`src/rtl/instr_fetch_unit.sv`:
```
// Instruction fetch unit: owns the PC, drives the instruction memory address and hands each
// registered instruction to decode over valid/ready. Optional perf counters under FETCH_PERF_CNT_EN.
module instr_fetch_unit #(
  parameter int                   PC_WIDTH    = 4,
  parameter logic [PC_WIDTH-1:0]  RESET_PC    = '0,
  parameter logic [6:0]           HALT_OPCODE = 7'b1111111
) (
  input  logic                clk_1,
  input  logic                rst_n,
  output logic [PC_WIDTH-1:0] imem_addr,
  input  logic [31:0]         imem_rdata,
  output logic                fetch_valid,
  input  logic                fetch_ready,
  output logic [31:0]         fetch_instr,
  output logic [PC_WIDTH-1:0] fetch_pc,
  input  logic                redirect,
  input  logic [PC_WIDTH-1:0] redirect_pc,
  output logic                halted
`ifdef FETCH_PERF_CNT_EN
  ,
  output logic [31:0]         perf_fetched,
  output logic [31:0]         perf_stall
`endif
);

  typedef enum logic [1:0] {
    FETCH     = 2'd0,
    HALT_PEND = 2'd1,
    HALTED    = 2'd2
  } state_t;

  state_t              state, state_next;
  logic [PC_WIDTH-1:0] pc, pc_next;
  logic                valid_next;
  logic [31:0]         instr_next;
  logic [PC_WIDTH-1:0] fpc_next;
  logic                accept;
  logic                load;

  assign imem_addr = pc;
  assign accept    = fetch_valid && fetch_ready;
  assign load      = !fetch_valid || fetch_ready;
  assign halted    = (state == HALTED);

  always_ff @(posedge clk_1 or negedge rst_n) begin
    if (!rst_n) begin
      state       <= FETCH;
      pc          <= RESET_PC;
      fetch_valid <= 1'b0;
      fetch_instr <= 32'h0;
      fetch_pc    <= '0;
    end else begin
      state       <= state_next;
      pc          <= pc_next;
      fetch_valid <= valid_next;
      fetch_instr <= instr_next;
      fetch_pc    <= fpc_next;
    end
  end

  // Redirect wins over everything and squashes whatever is on the outputs, even if accepted.
  always_comb begin
    state_next = state;
    pc_next    = pc;
    valid_next = fetch_valid;
    instr_next = fetch_instr;
    fpc_next   = fetch_pc;
    if (redirect) begin
      pc_next    = redirect_pc;
      valid_next = 1'b0;
      state_next = FETCH;
    end else begin
      case (state)
        FETCH: begin
          if (load) begin
            instr_next = imem_rdata;
            fpc_next   = pc;
            valid_next = 1'b1;
            // The PC parks on the halt instruction so a frozen imem_addr points at it.
            if (imem_rdata[6:0] == HALT_OPCODE) begin
              state_next = HALT_PEND;
            end else begin
              pc_next = pc + PC_WIDTH'(1);
            end
          end
        end
        HALT_PEND: begin
          if (accept) begin
            valid_next = 1'b0;
            state_next = HALTED;
          end
        end
        HALTED: ;
        default: state_next = FETCH;
      endcase
    end
  end

`ifdef FETCH_PERF_CNT_EN
  // Saturating counters; an accept squashed by a same-cycle redirect is not counted.
  always_ff @(posedge clk_1 or negedge rst_n) begin
    if (!rst_n) begin
      perf_fetched <= 32'h0;
      perf_stall   <= 32'h0;
    end else begin
      if (accept && !redirect && (perf_fetched != 32'hFFFFFFFF)) begin
        perf_fetched <= perf_fetched + 32'd1;
      end
      if (fetch_valid && !fetch_ready && (perf_stall != 32'hFFFFFFFF)) begin
        perf_stall <= perf_stall + 32'd1;
      end
    end
  end
`endif

endmodule

```
`config.mk`:
```
export PLATFORM = sky130hd
export DESIGN_NAME = instr_fetch_unit
export DESIGN_NICKNAME = d
export VERILOG_FILES = /design/src/rtl/instr_fetch_unit.sv
export SDC_FILE = /design/constraint.sdc
export NUM_CORES = 1
export LEC_CHECK = 0
export ABC_AREA = 1
export CORE_MARGIN = 2
export CORE_UTILIZATION = 42
export DETAILED_ROUTE_END_ITERATION = 8
export PLACE_DENSITY = 0.87
export SLEW_MARGIN = 15
export SYNTH_ARGS = -nofsm -noshare
export SYNTH_HDL_FRONTEND = slang
export SYNTH_SLANG_ARGS = --single-unit
```
`constraint.sdc`:
```
create_clock -name clk_1 -period 1.4 [get_ports clk_1]
set_input_delay 0.21 -clock clk_1 [delete_from_list [all_inputs] [get_ports clk_1]]
set_output_delay 0.21 -clock clk_1 [all_outputs]
set_load 0.03 [all_outputs]
```
==> impl_results.md <==
* Status: finished, final reports clean
* Yosys cell types at 19
* Worst stage delay on the critical path at 0.42 ns
* Slowest CP cell: dlygate4sd2_1
* Die width at 70.9 um
* Core area at 4320 um2
* Final setup fails at 0
* Initial antenna violation count at 0
* Average size of a mapped cell at 8.50 um2
* Clk_skew at 0.00659 ns
* PD cells at 2300 nW/um2
* Row cnt at 24
* Pin count of the biggest net entering global routing at 28
* Vias per inst at 4.85
* Top Ports at 82
* First-pass GRT wire length at 7800 um
* Max VDD drop at 0.00112 V
* Final Max Tran Viols at 0
* Worst R2R Start: state[0]
* Setup ws final at 0.0737 ns
* Sequential area share after synthesis at 57.3%
* Total Power at 6.58 mW
* CP Launch Type: flop
* FF-to-FF path depth at 7
* Layout overhead on the synthesized area at 52.4%
* CTS tree: done
* Commonest cells after routing, fill and taps aside: nand2_1, dfrtp_1, dlygate4sd2_1, nand3_1, clkdlybuf4s50_1
* Reg2reg end: fetch_instr[3]
* Top Family by Delay on Critical Path: buffers and inverters
* Commonest non-fill, non-tap cell in the layout: nand2_1
* Total Wirelength at 4690 um
* Hold/Removal Path Class: in -> async
* WL/cell at 13.0 um
* Starting Density at 43.5%
* Root buffer cell: clkbuf_8
* CTS max path bufs at 2
* H-tree depth at 2
* TritonCTS Buffers at 5
* Setup WS pre-CTS at -0.138 ns
* Peak Freq at 0.754 GHz
* GRT Overall Usage at 19.3%
* Fin. Hold Viols at 0
* # diodes at 0
* RSZ-0062 raised after global routing: no
* Congestion Overflow GR at 0
* Data required time of the critical path at 1.19 ns
* Syn_nets at 262
* Final period utilization at 94.7%
* Flops & latches, synth at 43
* Measured slew at the worst slew-check pin at 0.442 ns
* Clock Latency Late Sink at 0.29 ns
* Worst reg-to-reg setup slack at 0.13 ns
* Crit path kind: reg -> out
* Clock period minus worst slack at 1.33 ns
* Slew HR at 70.5%
* DRT antenna net count at 0
* Critical path, cell by cell: dlygate4sd2_1
* Fraction of layout instances using a drive strength above 1 at 9.68%
* Initial drt markers at 59
* DR pass1 iterations at 4
* Final instance area at 2860 um2
* Vias at 1755
* Clock Sinks at 43
* WP buf/inv at 1
* Vias in the first global route at 1697
* Drt drc at 0
* DPL Wire Length at 3450 um
* GPL Wtd Cong at 0.843
* Max-Cap Viols at 0
* Buffers added on ports at 81
* Placed instance area at 2800 um2
* Worst-path fanout max at 5
* CP arrival at 1.12 ns
* Ys Warns at 0
* Leak Pwr at 1.52 nW
* Die area at 5030 um2
* CP endpoint kind: primary output
* Clk pin slew, worst setup/hold paths at 0.08 ns
* Post-CTS Repair Setup Buffers at 0
* Die height at 70.9 um
* Fin nets at 350
* Area of the mapped netlist at 1880 um2
* Synth Instances at 221
[report_power, final]
group	total [mW]	internal (mW)	switching [mW]
Sequential	2.17	1.83	0.342
Clock	0.844	0.450	0.394
Combinational	3.56	1.22	2.35
[how the worst max path moves through the flow]
| stage | startpoint | to | slack (ns) | depth (start not counted) |
|---|---|---|---|---|
| 2_1_floorplan | state[1] | state[0] | 0.06 | 7 |
| 3_3_place_gp | imem_rdata[1] | imem_addr[1] | -0.06 | 8 |
| 3_5_place_dp | imem_rdata[0] | imem_addr[1] | -0.14 | 8 |
| 4_1_cts | state[1] | halted | 0.02 | 3 |
| 5_1_grt | fetch_valid | imem_addr[0] | 0.007 | 7 |
| 6_report | imem_addr[0] | imem_addr[0] | 0.07 | 1 |
[sequential cells by signal, summed over array words and instances, names as in the netlist]
register / count
fetch_pc: 4
fetch_valid: 1
fetch_instr: 32
state: 2
imem_addr: 4
[layout make-up]
cell class	instances	area, um2
fill	394	1460
sequential	43	1080
timing repair buffer	92	875
multi-input combinational	155	703
clock buffer	8	100
tap	52	65.1
inverter	12	45.0
[Yosys cell counts, drive strengths merged]
cell | number | area share (%)
inv | 12 | 2.4
nor2 | 8 | 2.4
nand4 | 1 | 0.33
clkbuf | 3 | 0.60
ha | 1 | 0.67
a21oi | 1 | 0.27
xnor2 | 1 | 0.47
dfrtp | 43 | 57
nand2 | 93 | 19
nand3 | 40 | 11
o21a | 1 | 0.40
o221ai | 1 | 0.47
o21ai | 8 | 2.9
buf | 8 | 2.5
[layer usage]
| layer | part of all wire [%] | GRT usage, % |
|---|---|---|
| met5 | 0 | 0 |
| met4 | 0.77 | 3.98 |
| met3 | 5.7 | 4.99 |
| met2 | 49 | 32.3 |
| met1 | 45 | 25.7 |
[cells by family after synthesis]
logic type	after synthesis	share of synthesized area, %
AND/OR/NAND/NOR	142	32.1
XOR/XNOR	1	0.466
flip-flops	43	57.3
adder cells (fa/ha/maj)	1	0.666
AO/OA/AOI/OAI	11	4.06
buffers and inverters	23	5.46
[through the flow]
stage	std cells	utilization [%]	TNS, ns	hold WS [ns]
final	362	66.2	0	0.404
after global routing	362	66.2	0	0.436
after CTS	362	66.2	0	0.407
after detailed placement	353	64.8	-0.728	0.180
after global placement	353	64.8	-0.469	0.174
after floorplan	221	-	0	-0.0856
[what timing repair did]
item,4_1_cts,5_1_grt
pin swaps,0,0
hold buffers,1,0
hold endpoints to repair,17,0
endpoints found under the setup margin,41,2
resized for setup,41,2
No activity file was read; power rests on OpenSTA's default activity.
==> variant: new RTL, same settings <==
The parameter `PC_WIDTH` goes from 4 to 6.
--- a/src/rtl/instr_fetch_unit.sv
+++ b/src/rtl/instr_fetch_unit.sv
@@ -2,5 +2,5 @@
 // registered instruction to decode over valid/ready. Optional perf counters under FETCH_PERF_CNT_EN.
 module instr_fetch_unit #(
-  parameter int                   PC_WIDTH    = 4,
+  parameter int                   PC_WIDTH    = 6,
   parameter logic [PC_WIDTH-1:0]  RESET_PC    = '0,
   parameter logic [6:0]           HALT_OPCODE = 7'b1111111
Interface: changed (resized fetch_pc, imem_addr and redirect_pc); port bits go from 82 to 88. No check against the original RTL was run, so the function may have changed too.
==> variant against the original RTL <==
  * Routed wire length rose by 9.1%
  * Clock power rose by 4.3%
  * Clock skew fell by 0.0028 ns
  * Design area rose by 12%
  * Sequential power rose by 9%
  * Area after synthesis rose by 13%
  * Sequential share of layout area fell by 0.97 points
  * Setup slack got worse by 0.023 ns
  * Cell count rose by 15%
  * Sequential cell count rose by 4
  * Total power rose by 11%
  * Critical path type unchanged
  * Largest power group unchanged
==> variant: results (changes against the original RTL) <==
status finished, final reports clean (unchanged); multi-input gates 175 (was 155); placed cell area 3150 um^2 (was 2800 um^2); register share of the cell area 36.6% (was 37.6%); relative slew slack 65.9% (was 70.5%); Leak 1.73 nW (was 1.52 nW); DR WL met2 2540 um (was 2290 um); Worst Setup EP imem_addr[5] (was imem_addr[0]); final RePlAce weighted congestion 0.837 (was 0.843); PwrDens 2270 nW/um^2 (was 2300 nW/um^2); internal power 0.00387 W (was 0.00349 W); # nets final 392 (was 350); Post-DP HPWL 3900 um (was 3450 um); clk cell area share 3.12% (was 3.49%); met3 wire length 329 um (was 268 um); count of non-CTS inverters in the layout 16 (was 12); vias in the first global route 1,779 (was 1,697); placed cell count 408 (was 353); Max Clock Skew 0.00378 ns (was 0.00659 ns); crit path DAT 1.14 ns (was 1.12 ns); initial DRC count 81 (was 59); Finished Layout Cells 417 (was 362); # fillers 409 (was 394); Netlist cell types 23 (was 19); CP top delay family flip-flops (was buffers and inverters); Port-buffer cells 87 (was 81); total wire length 5120 um (was 4690 um); Worst IR Drop VDD 1.29 mV (was 1.12 mV); multi-input logic area 800 um^2 (was 703 um^2); Post-synth top cells 132 x nand2_1, 47 x dfrtp_1, 13 x inv_1, 9 x nand3_1, 7 x o21ai_2 (was 92 x nand2_1, 43 x dfrtp_1, 40 x nand3_1, 9 x inv_1, 7 x buf_2); slowest CP cell dfrtp_1 (was dlygate4sd2_1); Syn Nets 290 (was 262); Repair and plain buffers 104 (was 92); Metal-1 WL 2170 um (was 2090 um); flop2flop setup slack 0.08 ns (was 0.13 ns); Comb power 0.00405 W (was 0.00356 W); max layer used met4 (unchanged); H-tree depth 2 (unchanged); fraction of area in non-clock buffers 30.8% (was 30.5%); Sequential Power 0.00236 W (was 0.00217 W); FP Rows 25 (was 24); crit path launch imem_addr[5]$_DFFE_PN0P_ (was imem_addr[0]$_DFFE_PN0P_); first-pass GRT wire length 8130 um (was 7800 um); share of cells above drive strength 1 12.3% (was 9.68%); reg2reg end fetch_instr[28]$_DFFE_PN0P_ (was fetch_instr[3]$_DFFE_PN0P_); GRT Resource Usage Total 19.3% (about the same); top cells by area, synth dfrtp_1 55%, nand2_1 23%, o21ai_2 2.9% (was dfrtp_1 57%, nand2_1 18%, nand3_1 11%); DR vias 1,923 (was 1,755); sequential cell area fraction in the yosys report 55.5% (was 57.3%); largest net degree at the start of global routing 26 (was 28)
## variant: stage by stage
step | hold WS (ns) | worst slack (ns) | util [%]
2_1_floorplan | -0.0856 | 0.0634 | -
3_3_place_gp | 0.215 | -0.0887 | 65.9
3_5_place_dp | 0.214 | -0.197 | 65.9
4_1_cts | 0.431 | 0.00162 | 67.0
5_1_grt | 0.434 | 0.000884 | 67.1
6_report | 0.424 | 0.0503 | 67.1
## variant: logic make-up after synthesis
family          Yosys count  synth area share, %
simple gates            157                 31.1
flops                    47                 55.5
buf+inv                  25                 6.91
compound gates           14                 4.72
xor+xnor                  3                 1.24
fa+ha+maj                 1                0.590
## variant: metal layers
metal,vias to the layer above,GRT usage (%)
li1,962,-
met1,894,23.7
met2,60,32.9
met3,7,5.35
met4,0,6.15
met5,-,0
## variant: timing repair
item | CTS | global route
hold endpoints to repair | 22 | 0
resized for setup | 45 | 2
hold buffers | 1 | 0
setup endpoints to repair | 45 | 17
